[src/rtl/spi_ram_burst.sv]
// Parametrised single-port RAM behind the SPI slave command port.
// Decodes {cmd, payload} words into address loads, writes and pipelined reads.
module spi_ram_burst #(
  parameter int DATA_W    = 8,
  parameter int ADDR_W    = 8,
  parameter int MEM_DEPTH = 256,
  parameter int AUTO_INC  = 1,
  parameter int RD_LAT    = 1
) (
  input  logic              clk,
  input  logic              rst_n,
  input  logic              rx_valid,
  input  logic [DATA_W+1:0] din,
  output logic [DATA_W-1:0] dout,
  output logic              tx_valid,
  output logic              err
);

  typedef enum logic [1:0] {
    WR_ADDR = 2'b00,
    WR_DATA = 2'b01,
    RD_ADDR = 2'b10,
    RD_DATA = 2'b11
  } cmd_t;

  // One extra bit so MEM_DEPTH == 2**ADDR_W still compares correctly.
  localparam logic [ADDR_W:0]   DEPTH = (ADDR_W+1)'(MEM_DEPTH);
  localparam logic [ADDR_W-1:0] LAST  = ADDR_W'(MEM_DEPTH - 1);

  logic [DATA_W-1:0] mem [MEM_DEPTH];
  logic [ADDR_W-1:0] addr_wr;
  logic [ADDR_W-1:0] addr_rd;

  cmd_t              cmd;
  logic [DATA_W-1:0] payload;
  logic [ADDR_W-1:0] addr_in;
  logic              in_range;
  logic              wr_go;
  logic              rd_go;

  logic [RD_LAT-1:0] pipe_vld;
  logic [DATA_W-1:0] pipe_dat [RD_LAT];

  assign cmd      = cmd_t'(din[DATA_W+1:DATA_W]);
  assign payload  = din[DATA_W-1:0];
  assign addr_in  = payload[ADDR_W-1:0];
  assign in_range = {1'b0, addr_in} < DEPTH;
  assign wr_go    = rst_n && rx_valid && (cmd == WR_DATA);
  assign rd_go    = rx_valid && (cmd == RD_DATA);

  function automatic logic [ADDR_W-1:0] next_addr(input logic [ADDR_W-1:0] a);
    if (AUTO_INC == 0) return a;
    return (a == LAST) ? '0 : a + 1'b1;
  endfunction

  always_ff @(posedge clk) begin
    if (!rst_n) begin
      addr_wr <= '0;
      addr_rd <= '0;
      err     <= 1'b0;
    end else if (rx_valid) begin
      case (cmd)
        WR_ADDR: if (in_range) addr_wr <= addr_in; else err <= 1'b1;
        WR_DATA: addr_wr <= next_addr(addr_wr);
        RD_ADDR: if (in_range) addr_rd <= addr_in; else err <= 1'b1;
        RD_DATA: addr_rd <= next_addr(addr_rd);
        default: ;
      endcase
    end
  end

  // RAM contents survive reset; only the write strobe is gated by it.
  always_ff @(posedge clk) begin
    if (wr_go) mem[addr_wr] <= payload;
  end

  always_ff @(posedge clk) begin
    if (!rst_n) begin
      pipe_vld <= '0;
      tx_valid <= 1'b0;
      dout     <= '0;
    end else begin
      pipe_vld[0] <= rd_go;
      if (rd_go) pipe_dat[0] <= mem[addr_rd];
      for (int i = 1; i < RD_LAT; i++) begin
        pipe_vld[i] <= pipe_vld[i-1];
        pipe_dat[i] <= pipe_dat[i-1];
      end
      tx_valid <= pipe_vld[RD_LAT-1];
      if (pipe_vld[RD_LAT-1]) dout <= pipe_dat[RD_LAT-1];
    end
  end

endmodule

[config.mk]
export PLATFORM = sky130hd
export DESIGN_NAME = spi_ram_burst
export DESIGN_NICKNAME = d
export VERILOG_FILES = /design/src/rtl/spi_ram_burst.sv
export SDC_FILE = /design/constraint.sdc
export NUM_CORES = 2
export LEC_CHECK = 0
export CORE_MARGIN = 5
export CORE_UTILIZATION = 60
export CTS_CLUSTER_SIZE = 10
export DETAILED_ROUTE_END_ITERATION = 8
export GPL_ROUTABILITY_DRIVEN = 0
export PLACE_DENSITY_LB_ADDON = 0.25
export SYNTH_ARGS = -nofsm -noshare
export SYNTH_HDL_FRONTEND = slang
export SYNTH_SLANG_ARGS = --single-unit
export TNS_END_PERCENT = 10
[constraint.sdc]
create_clock -name clk -period 3.53 [get_ports clk]
set_clock_uncertainty 0.05 [all_clocks]
set_input_delay 0.706 -clock clk [delete_from_list [all_inputs] [get_ports clk]]
set_output_delay 0.706 -clock clk [all_outputs]
set_load 0.02 [all_outputs]
* Word level (Yosys, flattened, before mapping)
Memory sizes are Yosys's and may differ from the RTL's. A register that Yosys moved wholly into a read port is not among the register bits. Cells that the tools add are included.
Word-level totals: register bits after elaboration 18, RAM bits 2056, memories 2
Memory list:
- mem | words 256, bits a word 8, read ports 1, clocked after Yosys merged registers in 1, write ports 1, line 30 | logic [DATA_W-1:0] mem [MEM_DEPTH];
- pipe_dat | words 1, bits a word 8, read ports 1, clocked after Yosys merged registers in 1, write ports 1, line 42 | logic [DATA_W-1:0] pipe_dat [RD_LAT];
Cells by class: add/sub/neg operators 2, equal/unequal tests 5, multiplexer cells 11, reductions and logical operators 9
Operators by type and width (number):
- $mux 8 | 4
- $pmux 8 s2 | 2
- $add 8x1->8 const B | 2
- $eq 8x8->1 const B | 2
- $mux 1 | 5
- $eq 2x2->1 const B | 2
- $reduce_and 2->1 | 2
- $reduce_bool 2->1 | 2
- $logic_and 1x1->1 | 3
- $eq 2x1->1 const B | 1
- $logic_not 2->1 | 1
- $logic_not 1->1 | 1

* Logic depth before layout (Yosys ltp)
word-level depth 5, depth in mapped cells 12, gate-level depth less buffers 7

* Least setup slack after synthesis
OpenSTA, ideal clock, no wires.
kind input-to-reg, start point in din[8], end point mem mem[103][0], enable pin, setup time 0.370 ns, arrival 2.460 ns, required time 3.110 ns, setup slack 0.650 ns, stages 7, cell sequence clkbuf_1 > nor2b_1 > and3_1 > clkbuf_1 > nand3_1 > clkbuf_1 > nor2_1
Between the ends: cells in the longest elaborated chain, start to end 4
RTL lines:
- start, declared | line 13 | input logic [DATA_W+1:0] din,
- $eq 2x1->1 | line 48 | assign wr_go = rst_n && rx_valid && (cmd == WR_DATA);
- $logic_and 1x1->1 | line 48
- $mux 1 | line 74 | if (wr_go) mem[addr_wr] <= payload;
- $mux 1 (implied by the code) | line 74
- end, declared | line 30
No other way between the ends.

==> summary.md <==
| Metric | Value |
|---|---|
| Syn Std Cell Area | `0.0816 mm^2` |
| Post-DR vias/cell | `6.76` |
| Final WL | `204000 um` |
| PwrDens | `542 mW/mm^2` |
| Insertion delay to the later sink of the worst-skew pair | `0.84 ns` |
| Area growth from synthesis to layout | `13.8%` |
| Fmax achieved | `292 MHz` |
| CTS Buffer Depth | `3` |
| Antenna Nets Post-Route | `0` |
| Compound-cell area share of the yosys netlist | `0.0388` |
| Hold buffers post-CTS | `0` |
| Die area | `0.144 mm^2` |
| Slew Viols, Final | `0` |
| Met1 Use GR | `0.428` |
| Clk slew on worst S/H paths | `0.05 ns` |
| Pre-Repair DR Iteration Count | `6` |
| Most frequent cells in the layout | `2056 x edfxtp_1, 460 x buf_4, 418 x mux4_2` |
| Initial antenna violation count | `7` |
| Crit Path Class | `reg -> reg` |
| Yosys warnings | `0` |
| Busiest metal layer after global routing | `met2` |
| Met3 Use GR | `0.0691` |
| Simple-gate share of the synthesized area | `0.0312` |
| DR iter-0 viols | `6611` |
| Crit path DAT | `3.93 ns` |
| Clock net sink count | `2090` |
| WP data required | `4.03 ns` |
| Root Buffer | `clkbuf_16` |
| Core ar. | `0.135 mm^2` |
| Crit path cell chain | `buf_12 -> buf_4 -> mux2i_1 -> o221ai_1 -> a221oi_1 -> nand2_1 -> a211oi_1 -> buf_4 -> nor4_1` |
| Ports | `23` |
| Unrepaired setup endpoints after global routing | `no` |
| Post-synth EDFFs | `2056` |
| Pre-CTS setup slack | `-0.238 ns` |
| Starting density of the core | `0.603` |
| Total grt overflow | `0` |
| Nets | `4502` |
| CP Capture Type | `flip-flop` |
| Min-delay worst type | `in -> reg` |
| Worst path max stage delay | `0.69 ns` |
| Syn_nets | `4001` |
| Area share of fa/ha/maj cells after synthesis | `0.000767` |
| Ys async rst share | `0` |
| GR Layer Usage met2 | `0.435` |
| Largest net degree at the start of global routing | `119` |
| Commonest non-fill, non-tap cell in the layout | `edfxtp_1` |
| Crit path max-delay family | `compound AO/OA/AOI/OAI gates` |
| LEAKAGE | `0.0291 uW` |
| DRC viols | `0` |
| Crit path time final | `3.42 ns` |
| Final hold vios | `0` |
| Actual slew at the worst max-slew pin | `1.34 ns` |
| Slowest-stage cell, CP | `dfxtp_4` |
| H-tree depth | `4` |
| Final core occ | `0.687` |
| CP Max Fanout | `30` |
| Max_cap viols | `0` |
| Tcrit/Tclk final | `0.970` |
| Gr usage total | `0.289` |
| Status | `complete, no violations` |
| Total CTS buffers | `228` |
| Largest family of logic cells by synthesized area | `multiplexers` |
| FF+latch count, synth | `2090` |
| Layout cells sized above 1 | `0.267` |
| Startpoint Class | `flip-flop` |
| Post-route setup slack | `0.108 ns` |
| Post-synthesis cell type count | `70` |
| Post-synthesis xor/xnor area fraction | `0` |
| Vias in the first global route | `42699` |
| Buf+Inv Stages, Crit Path | `3` |
| Routed via count | `42913` |
| Top FF cell, synth | `edfxtp_1` |
| Drt wl/cell | `32.1 um` |
| Sequential share of the synthesized area | `0.765` |
| First-pass GRT wire length | `297000 um` |
| Setup Viol. Count Final | `0` |
| Core Rows | `135` |
| Post-synthesis mux area share | `0.143` |
| # port buffers | `21` |
| CTS tree | `done` |
| Die Wd | `379 um` |
| Relative slew margins | `0.110` |
| Detailed placer's ending HPWL | `127000 um` |
| Die Y | `379 um` |
| Syn avg cell area | `20.5 um^2` |
| Syn Inst Count | `3983` |
| Worst path most repeated cell | `buf_4` |
| Max VDD drop | `0.392 mV` |
[Yosys cell counts (7+ instances only)]
master,instances,area [um^2]
a31oi_1,9,56.3
nand2_1,88,330
o221ai_1,52,455
nand3_1,30,150
o32ai_1,9,78.8
buf_12,14,280
buf_2,68,340
o211ai_1,7,52.6
nand2b_1,12,75.1
mux2_2,12,135
a22oi_1,132,991
nor4_1,9,56.3
nor3_1,36,180
a21oi_1,90,450
nor2_1,289,1080
dfxtp_1,34,681
mux4_1,8,210
a22o_1,29,254
buf_4,26,195
buf_8,15,225
o21ai_0,23,115
a211oi_1,11,82.6
mux4_2,418,9410
buf_6,22,248
and2_1,9,56.3
edfxtp_1,2056,61700
mux2i_1,192,1920
clkbuf_1,92,345
or2_2,8,50.1
a21boi_0,7,52.6
o22ai_1,27,169
nor2b_1,44,275
a221oi_1,18,158
[flip-flops by register name, summed over array words and instances (netlist names), named ones only]
signal,count
dout,8
addr_wr,8
pipe_dat,8
tx_valid,1
mem,2048
pipe_vld,1
addr_rd,8
[through the flow]
step	power (uW)	std cells	TNS [ns]	instance area (um^2)	hold slack, ns
after floorplan	29300	3983	0	81600	0.429
after global placement	30300	6029	-0.608	86600	0.449
after detailed placement	30300	6029	-0.542	86600	0.456
after CTS	50600	6341	0	92800	0.338
after global routing	51800	6347	0	92900	0.376
final	50400	6351	0	92900	0.400
[worst reg2reg max path: stages (launching register included)]
cell and delay, ns:
dfxtp_4 0.69, buf_12 0.29, buf_4 0.35, mux2i_1 0.23, o221ai_1 0.13, a221oi_1 0.51, nand2_1 0.32, a211oi_1 0.33
buf_4 0.19, nor4_1 0.06
[worst paths after layout]
kind                              from                       end  slack, ns  cells after the start
hold / removal                  din[7]     mem[235][7]$_DFFE_PP_       0.40                      1
setup reg to reg             flip-flop  pipe_dat[0][7]$_DFFE_PP_       0.11                      9
hold reg to reg   dout[7]$_SDFFE_PN0P_      dout[7]$_SDFFE_PN0P_       0.47                      2
setup / recovery             flip-flop  pipe_dat[0][7]$_DFFE_PP_       0.11                      9
[where the power goes]
group / switching [uW] / internal, uW / leakage [uW]
sequential: 51.2 / 27300 / 0.0188
clock: 8780 / 11700 / 0.00299
combinational: 1570 / 987 / 0.00734
[final cells by class]
class,count,area (um^2)
clock inverters,10,139
fillers,8092,42400
repair buffers,521,4500
multi-input cells,1638,17500
flip-flops and latches,2090,62400
diodes,4,10.0
clock buffers,302,6040
well taps,1781,2230
inverters,5,18.8
[routing by layer]
| metal | vias to the layer above | wire, um |
|---|---|---|
| met5 | - | 31 |
| met4 | 4 | 7210 |
| met3 | 430 | 24200 |
| met2 | 2831 | 94900 |
| met1 | 22198 | 77500 |
| li1 | 17450 | - |
[kinds of logic after synthesis]
kind of cell               after synthesis
muxes                                  630
buffers and inverters                  255
DFF                                   2090
and+or+nand+nor                        561
adders and majority gates                5
AOI/OAI and AO/OA                      441
other                                    1
[repair_timing]
item / 4_1_cts / 5_1_grt
gates resized for setup: 6 / 0
setup buffers: 0 / 6
setup endpoints to repair: 5 / 5
Power figures use the tool's default switching activity.
